===== src/rtl/hazard_ctrl.sv =====
// Pipeline hazard controller: load-use interlock, branch flush and mul/div start/done sequencing.
// Optional performance counters are compiled in when HAZARD_PERF_CNT_EN is defined.
//
// state   | meaning
// RUN     | normal issue; branch flush, mul/div launch and load-use checks are active
// MD_WAIT | mul/div launched; pipeline is held until md_done
module hazard_ctrl #(
  parameter int REG_ADDR_WIDTH = 5
`ifdef HAZARD_PERF_CNT_EN
  ,
  parameter int CNT_WIDTH = 32
`endif
) (
  input  logic                      clk,
  input  logic                      rst_n,
  input  logic [REG_ADDR_WIDTH-1:0] rs1_addr_id,
  input  logic [REG_ADDR_WIDTH-1:0] rs2_addr_id,
  input  logic                      rs1_used_id,
  input  logic                      rs2_used_id,
  input  logic [REG_ADDR_WIDTH-1:0] rd_addr_ex,
  input  logic                      mem_read_ex,
  input  logic                      branch_taken_ex,
  input  logic                      md_op_ex,
  input  logic                      md_done,
  output logic                      md_start,
  output logic                      md_busy,
  output logic                      stall_pc,
  output logic                      stall_if_id,
  output logic                      stall_id_ex,
  output logic                      flush_if_id,
  output logic                      flush_id_ex,
  output logic                      flush_ex_mem
`ifdef HAZARD_PERF_CNT_EN
  ,
  output logic [CNT_WIDTH-1:0]      load_stall_cnt,
  output logic [CNT_WIDTH-1:0]      flush_cnt,
  output logic [CNT_WIDTH-1:0]      md_stall_cnt
`endif
);

  typedef enum logic {
    RUN     = 1'b0,
    MD_WAIT = 1'b1
  } state_t;

  state_t state_q, state_d;
  logic   load_use_hit;
  logic   load_stall;
  logic   br_flush;

  always_comb begin
    load_use_hit = mem_read_ex && (rd_addr_ex != '0) &&
                   ((rs1_used_id && (rs1_addr_id == rd_addr_ex)) ||
                    (rs2_used_id && (rs2_addr_id == rd_addr_ex)));
  end

  always_ff @(posedge clk or negedge rst_n) begin
    if (!rst_n) state_q <= RUN;
    else        state_q <= state_d;
  end

  always_comb begin
    state_d      = state_q;
    md_start     = 1'b0;
    md_busy      = 1'b0;
    stall_pc     = 1'b0;
    stall_if_id  = 1'b0;
    stall_id_ex  = 1'b0;
    flush_if_id  = 1'b0;
    flush_id_ex  = 1'b0;
    flush_ex_mem = 1'b0;
    load_stall   = 1'b0;
    br_flush     = 1'b0;
    case (state_q)
      RUN: begin
        if (branch_taken_ex) begin
          // The ID instruction is discarded, so any load-use stall would be wasted.
          flush_if_id = 1'b1;
          flush_id_ex = 1'b1;
          br_flush    = 1'b1;
        end else if (md_op_ex) begin
          md_start     = 1'b1;
          md_busy      = 1'b1;
          stall_pc     = 1'b1;
          stall_if_id  = 1'b1;
          stall_id_ex  = 1'b1;
          flush_ex_mem = 1'b1;
          state_d      = MD_WAIT;
        end else if (load_use_hit) begin
          stall_pc    = 1'b1;
          stall_if_id = 1'b1;
          flush_id_ex = 1'b1;
          load_stall  = 1'b1;
        end
      end
      MD_WAIT: begin
        if (md_done) begin
          state_d = RUN;
        end else begin
          md_busy      = 1'b1;
          stall_pc     = 1'b1;
          stall_if_id  = 1'b1;
          stall_id_ex  = 1'b1;
          flush_ex_mem = 1'b1;
        end
      end
      default: state_d = RUN;
    endcase
    // Outputs are forced low during reset without waiting for a clock edge.
    if (!rst_n) begin
      md_start     = 1'b0;
      md_busy      = 1'b0;
      stall_pc     = 1'b0;
      stall_if_id  = 1'b0;
      stall_id_ex  = 1'b0;
      flush_if_id  = 1'b0;
      flush_id_ex  = 1'b0;
      flush_ex_mem = 1'b0;
      load_stall   = 1'b0;
      br_flush     = 1'b0;
    end
  end

`ifdef HAZARD_PERF_CNT_EN
  logic [CNT_WIDTH-1:0] load_stall_cnt_q, load_stall_cnt_d;
  logic [CNT_WIDTH-1:0] flush_cnt_q, flush_cnt_d;
  logic [CNT_WIDTH-1:0] md_stall_cnt_q, md_stall_cnt_d;

  always_comb begin
    load_stall_cnt_d = load_stall_cnt_q + {{(CNT_WIDTH-1){1'b0}}, load_stall};
    flush_cnt_d      = flush_cnt_q + {{(CNT_WIDTH-1){1'b0}}, br_flush};
    md_stall_cnt_d   = md_stall_cnt_q + {{(CNT_WIDTH-1){1'b0}}, md_busy};
  end

  always_ff @(posedge clk or negedge rst_n) begin
    if (!rst_n) begin
      load_stall_cnt_q <= '0;
      flush_cnt_q      <= '0;
      md_stall_cnt_q   <= '0;
    end else begin
      load_stall_cnt_q <= load_stall_cnt_d;
      flush_cnt_q      <= flush_cnt_d;
      md_stall_cnt_q   <= md_stall_cnt_d;
    end
  end

  assign load_stall_cnt = load_stall_cnt_q;
  assign flush_cnt      = flush_cnt_q;
  assign md_stall_cnt   = md_stall_cnt_q;
`endif

endmodule


===== config.mk =====
export PLATFORM = sky130hd
export DESIGN_NAME = hazard_ctrl
export DESIGN_NICKNAME = d
export VERILOG_FILES = /design/src/rtl/hazard_ctrl.sv
export SDC_FILE = /design/constraint.sdc
export NUM_CORES = 1
export LEC_CHECK = 0
export BUFFER_PORTS_ARGS = -buffer_cell sky130_fd_sc_hd__buf_2
export CORE_AREA = 5 5 42 44
export CTS_BUF_LIST = sky130_fd_sc_hd__clkbuf_16
export DETAILED_ROUTE_END_ITERATION = 6
export DIE_AREA = 0 0 47 49
export PLACE_DENSITY = 0.61
export SLEW_MARGIN = 20
export SYNTH_ARGS = -nofsm -noshare
export SYNTH_HDL_FRONTEND = slang
export SYNTH_SLANG_ARGS = --single-unit

===== constraint.sdc =====
create_clock -name clk -period 1.66 [get_ports clk]
set_input_delay 0.083 -clock clk [delete_from_list [all_inputs] [get_ports clk]]
set_output_delay 0.083 -clock clk [all_outputs]
set_load 0.005 [all_outputs]

[Yosys cells after proc, flatten, opt, wreduce, memory -nomap -nowiden]
Cells that the tools add are included.
Storage, ports and cells
  bits in registers: 1
  latch bits: 0
  RAM bits: 0
  memory bits (read-only): 0
  input port bits: 23
  output and inout bits: 8
  word-level logic and storage cells: 29
  memories kept: 0
Cells by class
  add/subtract/negate cells: 0
  $mul: 0
  divide/modulo/power cells: 0
  order comparisons: 0
  equality and inequality tests: 2
  shifts and indexed selects: 0
  mux-type cells: 19
  bitwise logic cells: 1
  reduce and logical (&&, ||, !) cells: 6
Operator list (number)
  $mux W1: 17
  $eq A5 B5 Y1: 2
  $reduce_bool A5 Y1: 1
  $logic_and A1 B1 Y1: 4
  $pmux W1 S2: 2
  $logic_or A1 B1 Y1: 1
  $not A1 Y1: 1

[Depth between registers and ports, before layout]
Gate-level depths: netlist of the first run.
  depth after elaboration: 9
  depth in mapped cells: 5
  mapped depth without buffers: 4

[Least setup slack after synthesis of the first run]
No wires, ideal clock.
  path kind: input to output
  start point: in rd_addr_ex[4]
  end point: out stall_pc
  arrival: 1.069 ns
  required time: 1.577 ns
  slack: 0.508 ns
  cell stages on the path: 5
  buffers on the path: 1
  cell sequence: or4_1 > o21ai_2 > a2111o_1 > o21bai_1 > buf_4
Between the ends
  word-level cells in the longest chain between the ends: 9
  elaborated cells between the ends (all ways): 13
  classes of those cells: eq/ne (2); mux (5); reduce/logical (6)
Ends and longest elaborated chain
  start: declaration: line 20  | input logic [REG_ADDR_WIDTH-1:0] rd_addr_ex,
  $eq A5 B5 Y1 (on tied branches): line 53, 54
  $logic_and A1 B1 Y1 (on tied branches): line 53, 54
  $logic_or A1 B1 Y1: line 53  | ((rs1_used_id && (rs1_addr_id == rd_addr_ex)) ||
  $logic_and A1 B1 Y1 *: line 52  | load_use_hit = mem_read_ex && (rd_addr_ex != '0) &&
  $mux W1 * (3 in series)
  $pmux W1 S2 *
  $mux W1 *
  end: declaration: line 27  | output logic stall_pc,
Mark *: on every way between the ends. The rest lies on a longest branch, timed or not.

[Worst setup path after layout of the first run]
  start point: in rst_n
  end point: out flush_id_ex
Between the ends
  word-level cells in the longest chain between the ends: 1
Ends and longest elaborated chain
  start: declaration: line 15  | input logic rst_n,
  $mux W1: line 110  | if (!rst_n) begin
  end: declaration: line 31  | output logic flush_id_ex,
Every way passes these cells.

==> flow_metrics.tcl, run 1 <==
set metrics [dict create \
    initial_core_util 0.181 \
    num_rows 14 \
    hold_viol 0 \
    ir_worst_vdd_mv 0.0781 \
    fin_setup_tns_ns 0 \
    drt_iter0_markers 1 \
    rr_startpoint "state_q$_DFF_PN0_" \
    start_kind "input pin" \
    multi_input_area_um2 199 \
    drive_gt1_frac 0.517 \
    fin_hold_ws_ns 0.305 \
    die_y_um 49 \
    die-area_um2 2300 \
    syn_nets 55 \
    finalMaxSlewViolations 0 \
    portBuffers 30 \
    insertedDiodeCount 0 \
    crit_arrival_ns 1.43 \
    core_um2 1400 \
    grt_max_degree 5 \
    setup_viol_count_final 0 \
    syn_avg_cell_area_um2 7.94 \
    wl_per_cell_um 10.7 \
    synth.ff_latch_count 1 \
    layout_common_cells "buf_2, xor2_1" \
    dr.pass1.iters 4 \
    postCtsSetupBuffers 0 \
    min_path_type "input pin to flip-flop" \
    area_growth_pct 62.1 \
    tightestPinTransition_ns 0.254 \
    relSlewSlack 0.829 \
    hpwl_um 771 \
    worstSkewPairLatency_ns 0 \
    antenna_found_initial 0 \
    period_needed_ns 1.51 \
    nFillCells 166 \
    cap_violations 0 \
    largest_reg_flops 1 \
    die_w_um 47 \
    drc 0 \
    yosysSeqAreaShare 0.0985 \
    r2r_cells 1 \
    regToRegEndpoint "state_q$_DFF_PN0_" \
    yosysWarnings 0 \
    path_max_fanout 4 \
    cp-end-kind "primary output" \
    register_area_um2 25.0 \
    yosys.area.top_type "xor2_1" \
    gp_congestion 0.720 \
    yosys.area.top_type_share 0.276 \
    postSynthCellCount 32 \
    yosys-top-cells-area "xor2_1, dfrtp_1, buf_4" \
    nets 85 \
    grt_overflow 0 \
    grt_pass1_vias 316 \
    vias_per_cell 4.11 \
    path_clk_slew_ns 0 \
    rsz0062_at_grt "no" \
    track_usage 0.0696 \
    pin_count 31 \
    top_regs "state_q: 1 flops" \
    totalWireLength_um 816 \
    leakage_nw 0.221 \
    syn_area_um2 254 \
    largest_register "state_q" \
    min_period_over_period 0.909 \
    antenna_left 0 \
    synthDistinctLibCells 18 \
    final_common_cell "buf_2" \
    critical_path_required_ns 1.58 \
    status "complete, no violations" \
    finClkSkew_ns 0 \
    power.density_nw_per_um2 289 \
    routed-via-count 312 \
    grt_pass1_wl_mm 1.32 \
    r2r_setup_slack_ns 1.00 \
    fmax_ghz 0.663 \
    crit_type "input pin to primary output" \
    startpoint "rst_n" \
    crit_path_end "flush_id_ex" \
]
## worst min path at each step
stage               depth (start not counted)    start  slack (ns)           endpoint
floorplan                                   0    rst_n       -0.21  state_q$_DFF_PN0_
global placement                            1    rst_n       -0.12  state_q$_DFF_PN0_
detailed placement                          1    rst_n       -0.12  state_q$_DFF_PN0_
CTS                                         2  md_done        0.31  state_q$_DFF_PN0_
global route                                2  md_done        0.33  state_q$_DFF_PN0_
finish                                      2  md_done        0.31  state_q$_DFF_PN0_
## Yosys cell counts
cell type  instances
o21ai_2            1
dfrtp_1            1
nor4_1             2
or3_1              1
a2111o_1           1
nor2_1             2
and2_1             1
xnor2_1            2
o21bai_1           1
buf_4              3
a32oi_1            1
or4_1              1
and2_0             1
o22ai_1            1
xor2_1             8
nand2b_1           2
mux2i_1            1
inv_1              2
## worst max-delay path, stage by stage
cell           delay, ns
dlygate4sd3_1       0.52
buf_2               0.13
nand2b_1            0.09
or3_1               0.35
o22ai_1             0.11
buf_2               0.14
## stage by stage
stage / power, mW / setup WS (ns) / cells / utilization / cell area (um^2)
6_report: 0.119 / 0.151 / 76 / 0.294 / 412
5_1_grt: 0.131 / 0.0519 / 76 / 0.294 / 412
4_1_cts: 0.121 / 0.143 / 76 / 0.294 / 412
3_5_place_dp: 0.118 / 0.357 / 75 / 0.287 / 402
3_3_place_gp: 0.117 / 0.381 / 75 / 0.287 / 402
2_1_floorplan: 0.0740 / 0.508 / 32 / - / 254
## repair_timing
action                    in CTS  in global routing
hold buffers                   1                  0
hold endpoints to repair       1                  0
gates resized for setup        0                  0
## final cells by class
cell class                      count  share of cell area
Multi-Input combinational cell     26               0.483
Tap cell                           16              0.0486
Sequential cell                     1              0.0608
Inverter                            2              0.0182
Timing Repair Buffer               31               0.389
## routing by layer
metal	vias to the layer above	part of all wire	global-route usage
li1	165	-	-
met3	0	0.13	0.0185
met1	132	0.39	0.100
met5	-	0	0
met4	0	0	0
met2	15	0.48	0.109
## cells by family (layout without fill, tap and decap cells)
logic type | count (synthesis) | after routing | share of synthesized area
and+or+nand+nor | 10 | 10 | 0.232
buffers and inverters | 5 | 33 | 0.118
xor gates and xnor gates | 10 | 10 | 0.345
DFF | 1 | 1 | 0.0985
AOI/OAI and AO/OA | 5 | 5 | 0.168
muxes | 1 | 1 | 0.0394
## where the power goes
group          switching, mW  leakage, nW  internal (mW)
Sequential           0.00209       0.0125         0.0273
Combinational         0.0397        0.209         0.0498
Clock                      0            0              0
Total                 0.0418        0.221         0.0771
Note: power is estimated with default switching activity, not from simulation.
==> run 2, diff against run 1 <==
ABC_AREA = 1   (was unset)
PLACE_DENSITY = 0.68   (was 0.61)
clock period = 1.9 ns   (was 1.66 ns; I/O delays follow)
==> run 2 against run 1 <==
Net effect: routed wire length up 18%; core utilization up 6.3 points; area after synthesis up 34%; register-to-register slack better by 0.18 ns; worst setup slack better by 0.45 ns; sequential share of layout area down 1.1 points; power up 23%; synthesized cell count up 150%; clock skew unchanged; critical endpoint unchanged; largest cell class unchanged; highest routed layer is now met4.
==> flow_metrics.tcl, run 2 <==
set metrics [dict create \
    synthDistinctLibCells 11 \
    track_usage 0.0779 \
    largest_register "state_q" \
    routed-via-count 494 \
    rr_startpoint "state_q$_DFF_PN0_" \
    finalMaxSlewViolations 0 \
    status "complete, no violations" \
    min_path_type "input pin to flip-flop" \
    portBuffers 30 \
    start_kind "input pin" \
    finClkSkew_ns 0 \
    drt_iter0_markers 4 \
    layout_common_cells "nand2_1, buf_2, inv_1, nor2_1, nand3_1" \
    power.density_nw_per_um2 293 \
    synthFlopType "dfrtp_1" \
    grt_pass1_wl_mm 1.46 \
    tightestPinTransition_ns 0.179 \
    insertedDiodeCount 0 \
    fin_ws_ns 0.598 \
    grt_max_degree 5 \
    synth.ff_latch_count 1 \
    syn_area_um2 342 \
    async_flop_share 1.00 \
    die-area_um2 2300 \
    postSynthCellCount 79 \
    totalWireLength_um 962 \
    path_cells "dlygate4sd3_1 > buf_2 > nand2_1 > nor2_1 > inv_1 > nand2_1 > buf_2" \
    crit_arrival_ns 1.21 \
    r2r_cells 3 \
    grt_pass1_vias 398 \
    worstSkewPairLatency_ns 0 \
    regToRegEndpoint "state_q$_DFF_PN0_" \
    largest_reg_flops 1 \
    yosysWarnings 0 \
    dr.pass1.iters 2 \
    pre_cts_ws_ns 0.897 \
    final_cells 123 \
    dp_cells 122 \
    startpoint "rst_n" \
    drc 0 \
    relSlewSlack 0.880 \
    yosysSeqAreaShare 0.0733 \
    setup_viol_count_final 0 \
    area_growth_pct 46.2 \
    ir_worst_vdd_mv 0.204 \
    antenna_left 0 \
    grt_overflow 0 \
    yosys.area.top_type "nand2_1" \
    rsz0062_at_grt "no" \
    num_rows 14 \
    hold_path_startpoint "md_done" \
    crit_type "input pin to primary output" \
    hold_viol 0 \
    yosysMostFrequentCell "nand2_1" \
    pin_count 31 \
    yosys-top-cells-count "nand2_1, inv_1, nor2_1, nand3_1, buf_4" \
    nets 132 \
    initial_core_util 0.244 \
    cp-end-kind "primary output" \
    cp_slowest_stage_delay_ns 0.54 \
    top_regs "state_q: 1 flops" \
    gp_congestion 0.782 \
    nFillCells 176 \
    yosys-top-cells-area "nand2_1, inv_1, nor2_1" \
    syn_nets 102 \
    core_um2 1400 \
    leakage_nw 0.388 \
    critical_path_required_ns 1.80 \
    fin_hold_ws_ns 0.389 \
    hold_depth 4 \
    antenna_found_initial 0 \
    critPathSlowestCell "dlygate4sd3_1" \
    drive_gt1_frac 0.308 \
    vias_per_cell 4.02 \
    wl_per_cell_um 7.82 \
    final_common_cell "nand2_1" \
    die_y_um 49 \
    holdPathEnd "state_q$_DFF_PN0_" \
    synth_edf_count 0 \
    period_needed_ns 1.30 \
    fmax_ghz 0.768 \
    cap_violations 0 \
    die_w_um 47 \
    path_clk_slew_ns 0 \
    yosys.area.top_type_share 0.385 \
    fin_setup_tns_ns 0 \
    hpwl_um 871 \
    postCtsSetupBuffers 0 \
    r2r_setup_slack_ns 1.18 \
    min_period_over_period 0.685 \
    syn_avg_cell_area_um2 4.32 \
    path_max_fanout 4 \
]
run 2: cell types whose count changed after synthesis, sizes merged, moves of 4 or more:
cell	change
inv	+18
nand2	+36
nand3	+4
nor2	+10
xor2	-8
run 2: per-layer routing:
metal,vias to the layer above,track usage,part of all wire
met3,4,0.00738,0.094
li1,279,-,-
met5,-,0,0
met4,0,0.0276,0.036
met1,194,0.0937,0.41
met2,17,0.136,0.46
run 2: worst max-delay path by stage:
stage	end	slack (ns)	depth (start not counted)
2_1_floorplan	md_busy	0.95	6
3_3_place_gp	stall_if_id	0.90	8
3_5_place_dp	stall_pc	0.90	8
4_1_cts	flush_id_ex	0.63	7
5_1_grt	flush_id_ex	0.53	7
6_report	flush_id_ex	0.60	7
run 2: cell type report:
cell class                      instances  area (um^2)  area share
Tap cell                               16         20.0      0.0401
Timing Repair Buffer                   31          160       0.321
Inverter                               20         75.1       0.150
Sequential cell                         1         25.0      0.0501
Multi-Input combinational cell         55          219       0.439
run 2: per-stage QoR:
stage,util,power [mW],area [um^2]
after floorplan,-,0.101,342
after CTS,0.356,0.148,499
after global placement,0.349,0.143,489
after detailed placement,0.349,0.146,489
after global routing,0.356,0.164,499
final,0.356,0.146,499
run 2: where the power goes:
part	internal, mW	switching (mW)	leakage, nW
Clock	0	0	0
Combinational	0.0534	0.0629	0.376
Sequential	0.0273	0.00263	0.0119
Total	0.0807	0.0655	0.388
run 2: logic make-up (layout without fill, tap and decap cells):
logic type,count (synthesis),count (layout),synth area share
AOI/OAI and AO/OA,2,2,0.0293
buffers and inverters,23,51,0.286
DFF,1,1,0.0732
and+or+nand+nor,53,53,0.612
run 2: what timing repair did:
action | 4_1_cts | 5_1_grt
hold endpoints to repair | 1 | 0
gates resized for setup | 0 | 0
hold buffers | 1 | 0
run 2: critical path, delay by kind of cell:
kind / cells / cell delay [ns]
AND/OR/NAND/NOR: 3 / 0.26
buffers and inverters: 4 / 0.84
==> run 3, diff against run 2 <==
PLACE_DENSITY = 0.7   (was 0.68)
clock period = 1.1 ns   (was 1.9 ns; I/O delays follow)
==> run 3 against run 2 <==
Net effect: core utilization up 0.27 points; sequential power up 79%; die area is the same; final area grew 0.75%; clock skew did not move; global-route usage is 1.6 points higher; critical path depth down 1; worst hold slack got worse by 0.044 ns; via count unchanged; power increased by 78%; register-to-register slack got worse by 0.78 ns; first-iteration DRC count shrank 25%.
==> flow_metrics.tcl, run 3 (same netlist as run 2, synthesis figures left out) <==
set metrics [dict create \
    start_kind "flip-flop" \
    worstSkewPairLatency_ns 0 \
    top_regs "state_q: 1 flops" \
    critical_path_buf_inv_count 3 \
    num_rows 14 \
    path_clk_slew_ns 0 \
    setup_viol_count_final 0 \
    critPathSlowestCell "dfrtp_1" \
    min_period_over_period 0.858 \
    initial_core_util 0.244 \
    track_usage 0.0935 \
    vias_per_cell 4.02 \
    path_cells "nand2_1 > inv_1 > a21oi_2 > nand2_1 > inv_1 > buf_2" \
    power.density_nw_per_um2 518 \
    area_growth_pct 47.3 \
    largest_reg_flops 1 \
    postCtsSetupBuffers 0 \
    largest_register "state_q" \
    grt_pass1_wl_mm 1.77 \
    core_um2 1400 \
    cp_slowest_stage_delay_ns 0.37 \
    nets 132 \
    hold_viol 0 \
    fin_setup_tns_ns 0 \
    wl_per_cell_um 8.04 \
    portBuffers 30 \
    nFillCells 177 \
    ir_worst_vdd_mv 0.275 \
    grt_pass1_vias 489 \
    fin_hold_ws_ns 0.345 \
    drive_gt1_frac 0.318 \
    path_max_fanout 3 \
    grt_overflow 0 \
    hpwl_um 873 \
    antenna_found_initial 0 \
    gp_congestion 0.741 \
    pre_cts_ws_ns 0.122 \
    die_y_um 49 \
    period_needed_ns 0.944 \
    die-area_um2 2300 \
    final_common_cell "nand2_1" \
    critical_path_required_ns 1.04 \
    crit_type "flip-flop to primary output" \
    drc 0 \
    rsz0062_at_grt "no" \
    clkPwrFrac 0 \
    swShare 0.455 \
    grt_max_degree 5 \
    totalWireLength_um 989 \
    pin_count 31 \
    routed-via-count 494 \
    combPwrFrac 0.795 \
    status "complete, no violations" \
    die_w_um 47 \
    antenna_left 0 \
    fin_ws_ns 0.156 \
    drt_iter0_markers 3 \
    cp-end-kind "primary output" \
    finalMaxSlewViolations 0 \
    tightestPinTransition_ns 0.130 \
    cap_violations 0 \
    crit_arrival_ns 0.89 \
    dr.pass1.iters 4 \
    leakage_nw 0.388 \
    layout_common_cells "nand2_1, buf_2, inv_1, nor2_1, nand3_1" \
    switchingPower_uw 118 \
    fmax_ghz 1.06 \
    relSlewSlack 0.912 \
    min_path_type "input pin to flip-flop" \
    insertedDiodeCount 0 \
    critPathTopFamily "flip-flops" \
    p_int_uw 142 \
    finClkSkew_ns 0 \
    power_frac_seq 0.205 \
]
## run 3: worst paths after layout
kind	startpoint	slack (ns)	to	depth (start not counted)
worst max-delay path	state_q$_DFF_PN0_	0.16	md_busy	6
worst min-delay path	md_done	0.34	state_q$_DFF_PN0_	4
worst max register to register	state_q$_DFF_PN0_	0.40	state_q$_DFF_PN0_	3
worst min register to register	state_q$_DFF_PN0_	0.57	state_q$_DFF_PN0_	3
max in group asynchronous	rst_n	0.57	state_q$_DFF_PN0_	2
min in group asynchronous	rst_n	0.42	state_q$_DFF_PN0_	2
## run 3: power groups by stage
stage	logic [mW]	clock network, mW	registers (mW)
global placement	0.195	0	0.0511
global route	0.242	0	0.0557
finish	0.207	0	0.0535
floorplan	0.124	0	0.0506
detailed placement	0.199	0	0.0515
CTS	0.202	0	0.0515
## run 3: cell type report
cell class	instances	area [um^2]	area share
inverters	20	75.1	0.149
multi-input cells	55	223	0.443
flip-flops and latches	1	25.0	0.0498
well taps	16	20.0	0.0398
repair buffers	31	160	0.318
## run 3: tightest hold or removal path: cells and delay by family
family          cells  cell delay, ns
buf+inv             2            0.14
compound gates      1            0.05
simple gates        1            0.04
## run 3: timing repair
action                     4_1_cts  5_1_grt
gates resized for setup          0        1
hold buffers                     1        0
hold endpoints to repair         1        0
setup endpoints to repair        0        5
## run 3: metal layers
metal,wire [um],vias up,track usage,part of all wire
li1,-,279,-,-
met2,558,12,0.179,0.56
met5,0,-,0,0
met1,373,203,0.105,0.38
met3,57,0,0.0111,0.058
met4,0,0,0.0138,0
## run 3: stage by stage
step | power (mW) | std cells | util | cell area, um^2
6_report | 0.260 | 123 | 0.359 | 503
5_1_grt | 0.298 | 123 | 0.359 | 503
4_1_cts | 0.254 | 123 | 0.356 | 499
3_5_place_dp | 0.250 | 122 | 0.349 | 489
3_3_place_gp | 0.246 | 122 | 0.349 | 489
2_1_floorplan | 0.175 | 79 | - | 342
